==> src/rtl/booth_product_accumulator.sv <==
// booth_product_accumulator
// Sums fixed-size groups of signed Booth products into a saturating
// accumulator. Each completed group sum is presented on a valid/ready
// result port, which turns the combinational multiplier into a small
// MAC / dot-product datapath.
module booth_product_accumulator #(
  parameter int unsigned PW = 8,
  parameter int unsigned AW = 16,
  parameter int unsigned N  = 4
) (
  input  logic          clk,
  input  logic          rst,
  input  logic          clear,
  input  logic          in_valid,
  output logic          in_ready,
  input  logic [PW-1:0] in_product,
  output logic          out_valid,
  input  logic          out_ready,
  output logic [AW-1:0] out_sum,
  output logic          out_sat
);

  localparam int unsigned CW = (N > 1) ? $clog2(N) : 1;

  typedef enum logic {
    ACCUM = 1'b0,
    HOLD  = 1'b1
  } state_e;

  state_e        state_q, state_d;
  logic [AW-1:0] acc_q, acc_d;
  logic [CW-1:0] cnt_q, cnt_d;
  logic          sat_q, sat_d;
  logic [AW-1:0] res_q, res_d;
  logic          rsat_q, rsat_d;

  logic [AW:0]   sum_wide;
  logic          ovf;
  logic [AW-1:0] sum_sat;
  logic          accept;
  logic          last;

  // Saturating add of the sign-extended product onto the accumulator.
  // One extra bit of headroom exposes signed overflow in the top two bits.
  always_comb begin
    sum_wide = {acc_q[AW-1], acc_q} + (AW+1)'($signed(in_product));
    ovf      = sum_wide[AW] ^ sum_wide[AW-1];
    sum_sat  = sum_wide[AW-1:0];
    if (ovf) begin
      sum_sat = sum_wide[AW] ? {1'b1, {(AW-1){1'b0}}} : {1'b0, {(AW-1){1'b1}}};
    end
  end

  // Handshake decode; clear and reset both block acceptance.
  always_comb begin
    in_ready  = (state_q == ACCUM) && !clear && !rst;
    out_valid = (state_q == HOLD);
    accept    = in_valid && in_ready;
    last      = (cnt_q == CW'(N - 1));
    out_sum   = res_q;
    out_sat   = rsat_q;
  end

  // Next-state and datapath update for the ACCUM/HOLD controller.
  always_comb begin
    state_d = state_q;
    acc_d   = acc_q;
    cnt_d   = cnt_q;
    sat_d   = sat_q;
    res_d   = res_q;
    rsat_d  = rsat_q;
    unique case (state_q)
      ACCUM: begin
        if (clear) begin
          acc_d = '0;
          cnt_d = '0;
          sat_d = 1'b0;
        end else if (accept) begin
          acc_d = sum_sat;
          sat_d = sat_q | ovf;
          if (last) begin
            cnt_d   = '0;
            res_d   = sum_sat;
            rsat_d  = sat_q | ovf;
            state_d = HOLD;
          end else begin
            cnt_d = cnt_q + CW'(1);
          end
        end
      end
      HOLD: begin
        // Completed result is held until taken; clear is ignored here.
        if (out_ready) begin
          acc_d   = '0;
          sat_d   = 1'b0;
          state_d = ACCUM;
        end
      end
      default: state_d = ACCUM;
    endcase
  end

  // State and datapath registers with asynchronous reset.
  always_ff @(posedge clk or posedge rst) begin
    if (rst) begin
      state_q <= ACCUM;
      acc_q   <= '0;
      cnt_q   <= '0;
      sat_q   <= 1'b0;
      res_q   <= '0;
      rsat_q  <= 1'b0;
    end else begin
      state_q <= state_d;
      acc_q   <= acc_d;
      cnt_q   <= cnt_d;
      sat_q   <= sat_d;
      res_q   <= res_d;
      rsat_q  <= rsat_d;
    end
  end

endmodule

==> config.mk <==
export PLATFORM = sky130hd
export DESIGN_NAME = booth_product_accumulator
export DESIGN_NICKNAME = d
export VERILOG_FILES = /design/src/rtl/booth_product_accumulator.sv
export SDC_FILE = /design/constraint.sdc
export NUM_CORES = 1
export LEC_CHECK = 0
export ABC_AREA = 1
export CAP_MARGIN = 20
export CORE_AREA = 8 8 85 72
export DETAILED_ROUTE_END_ITERATION = 8
export DIE_AREA = 0 0 93 80
export GPL_ROUTABILITY_DRIVEN = 0
export HOLD_SLACK_MARGIN = 0.02
export PLACE_DENSITY_LB_ADDON = 0.05
export SLEW_MARGIN = 40
export SYNTH_ARGS = -nofsm -noshare
export SYNTH_HDL_FRONTEND = slang
export SYNTH_SLANG_ARGS = --single-unit
export TNS_END_PERCENT = 10
==> constraint.sdc <==
create_clock -name clk -period 2.4 [get_ports clk]
set_input_delay 0.48 -clock clk [delete_from_list [all_inputs] [get_ports clk]]
set_output_delay 0.48 -clock clk [all_outputs]
set_load 0.005 [all_outputs]
==> flow_summary.yaml <==
placement:
  placed_area_um2: 3250
  dp_cells: 485
  io_buffers: 31
  hpwlAfterDp_um: 4950
grt:
  grt_max_degree: 38
  grt_pass1_wl_um: 11800
  grt-ovfl-total: 0
  global_route.usage.met3_pct: 4.42
  grt_usage_pct: 19.9
  grt_pass1_vias: 2465
  top_usage_layer: "met2"
  antenna_found_initial: 0
  use_met1_pct: 26.3
  grt_util_met2_pct: 32.2
route:
  drt-initial-drc-count: 153
  wl_um: 7430
  drc: 0
  detail_route.vias_per_cell: 5.03
  ant_nets: 0
  wl_per_cell_um: 14.9
  first_pass_iters: 4
  num_vias: 2505
die:
  dieArea_um2: 7440
  die_y_um: 80
  die_x_um: 93
  start_util_pct: 53.9
  core_um2: 4780
  rows: 23
  ioPinCount: 32
critical_path:
  worst-setup-path-type: "primary input to flip-flop"
  r2r-start: "acc_q[0]"
  r2r_end: "sat_q"
  required_ns: 2.58
  r2r_slack_ns: 0.13
  end_kind: "flip-flop"
  cp-start-kind: "primary input"
  worstPathMaxFanout: 7
  worstPathArrival_ns: 2.53
  rr_worst_depth: 16
sta:
  finalClockSkew_ns: 0.0117
  fin_crit_sh_pct: 97.7
  report.final.slew_viol_count: 0
  finalSetupTns_ns: 0
  slew_headroom_pct: 67.6
  setup-violations-final: 0
  hold_violations: 0
  tightestPinTransition_ns: 0.485
  fmax_mhz: 427
  min_period_ns: 2.34
yosys:
  synth_top_cell_area_share_pct: 36.0
  yosysTopAreaCell: "dfrtp_1"
  syn_area_um2: 2570
  mappedNetlistNets: 387
  syn_inst: 356
  synth.area.top_cells: "dfrtp_1, nand2_1, ha_1"
  yosysSeqAreaShare_pct: 36.0
  syn_avg_cell_area_um2: 7.23
  yosysWarnings: 0
  synth-seq-cells: 37
  yosysUniqueCellTypes: 30
min_path:
  min_to: "out_sum[4]"
  hold_depth: 2
  hp-start: "out_sum[4]"
  hold_class: "flip-flop to flip-flop"
cts:
  clk_pin_slew_worst_paths_ns: 0.08
  cts_tree: "yes"
  clockBufferDepth: 2
  clk-insertion-delay-late_ns: 0.29
  cts_root_buf: "clkbuf_8"
  cts.hold.buffers_added: 0
  numCtsBuffers: 5
  cts.sinks: 37
  cts.htree.levels: 2
final_layout:
  drive_above_1_share_pct: 29.8
  utilization_pct: 77.3
  stdcell_area_um2: 3690
  nNetsFinal: 466
  syn_to_final_growth_pct: 43.4
  final_cells: 498
  diodes: 0
status:
  outcome: "finished, final reports clean"
power:
  p_leak_nw: 2.04
  vdd_drop_max_v: 0.000444
  powerDensity_nw_per_um2: 597
  fin_total_pwr_w: 0.00220
run:
  drv_cap: 0
layout by cell type, fill, tap and decap left out, types with 4 or more instances in the layout:
cell type	instances
a21oi_1	8
a21oi_2	4
buf_4	43
clkbuf_8	5
clkdlybuf4s50_1	28
dfrtp_1	37
ha_1	6
ha_4	10
inv_1	33
inv_2	4
nand2_1	150
nand2_2	32
nand2_4	7
nand3_1	9
nand3_2	4
nor2_1	10
o21ai_0	4
xor2_1	6
layer usage:
layer  vias up  wire length [um]
li1       1263                 -
met1      1177              3410
met2        57              3630
met3         8               305
met4         0                78
met5         -                 0
synthesized netlist by cell type (all sizes together):
| cell type | count |
|---|---|
| nor3 | 3 |
| nand3 | 15 |
| inv | 37 |
| o21ai | 4 |
| o21bai | 3 |
| ha | 17 |
| nand2 | 191 |
| a21oi | 14 |
| a31o | 1 |
| xnor2 | 3 |
| nand3b | 2 |
| clkbuf | 1 |
| buf | 6 |
| dfrtp | 37 |
| fa | 1 |
| nor2 | 10 |
| o21a | 1 |
| a22o | 1 |
| xor2 | 6 |
| or2 | 1 |
| nand4 | 1 |
| and2 | 1 |
critical path: stages:
cell             delay [ns]
clkdlybuf4s50_1        0.41
ha_1                   0.36
nand2_1                0.10
nor2_1                 0.17
nand3_2                0.11
nand2_2                0.11
nand2_4                0.08
nand2_4                0.08
nand2_4                0.08
nand4_4                0.15
clkbuf_16              0.19
nand3_4                0.07
nand2_1                0.08
inv_1                  0.05
final cells by class:
type | count | area [um^2]
clock buffer | 5 | 68.8
clock inverter | 3 | 17.5
fill | 342 | 1080
inverter | 37 | 139
multi-input combinational | 276 | 1760
sequential | 37 | 926
tap | 62 | 77.6
timing repair buffer | 78 | 704
power by group:
group / internal [W] / switching, W / leakage (nW)
clock: 0.000201 / 0.000236 / 0.0439
combinational: 0.000481 / 0.000574 / 1.49
sequential: 0.000672 / 0.0000408 / 0.507
worst max path at each step:
stage,from,to,slack (ns),cells past startpoint
finish,in_product[5],sat_q,0.06,14
global route,in_product[7],acc_q[4],-0.008,15
CTS,in_product[0],acc_q[6],-0.007,18
detailed placement,in_product[0],out_sum[12],-0.42,18
global placement,in_product[0],acc_q[14],-0.41,16
floorplan,in_product[0],out_sum[0],0.24,18
sequential cells by signal, summed over array words and instances, names as in the netlist:
register   flops
cnt_q          2
out_sum       16
acc_q         16
sat_q          1
out_sat        1
out_valid      1
cells by family (layout without fill, tap and decap cells):
kind of cell | Yosys count | in the layout | share of synthesized area, %
buffers and inverters | 44 | 123 | 7.34
AND/OR/NAND/NOR | 224 | 225 | 39.0
XOR/XNOR | 9 | 9 | 3.06
AO/OA/AOI/OAI | 24 | 24 | 5.64
flip-flops | 37 | 37 | 36.0
adder cells (fa/ha/maj) | 18 | 18 | 9.04
what timing repair did:
item / in CTS / in global routing
pin swaps: 7 / 8
setup endpoints to repair: 32 / 34
resized for setup: 25 / 31
setup buffers: 1 / 1
cloned: 3 / 0
through the flow:
stage          setup slack (ns)  hold WS, ns
2_1_floorplan             0.237        0.453
3_3_place_gp             -0.413        0.465
3_5_place_dp             -0.418        0.464
4_1_cts                -0.00715        0.485
5_1_grt                -0.00759        0.509
6_report                 0.0564        0.481
No activity file was read; power rests on OpenSTA's default activity.
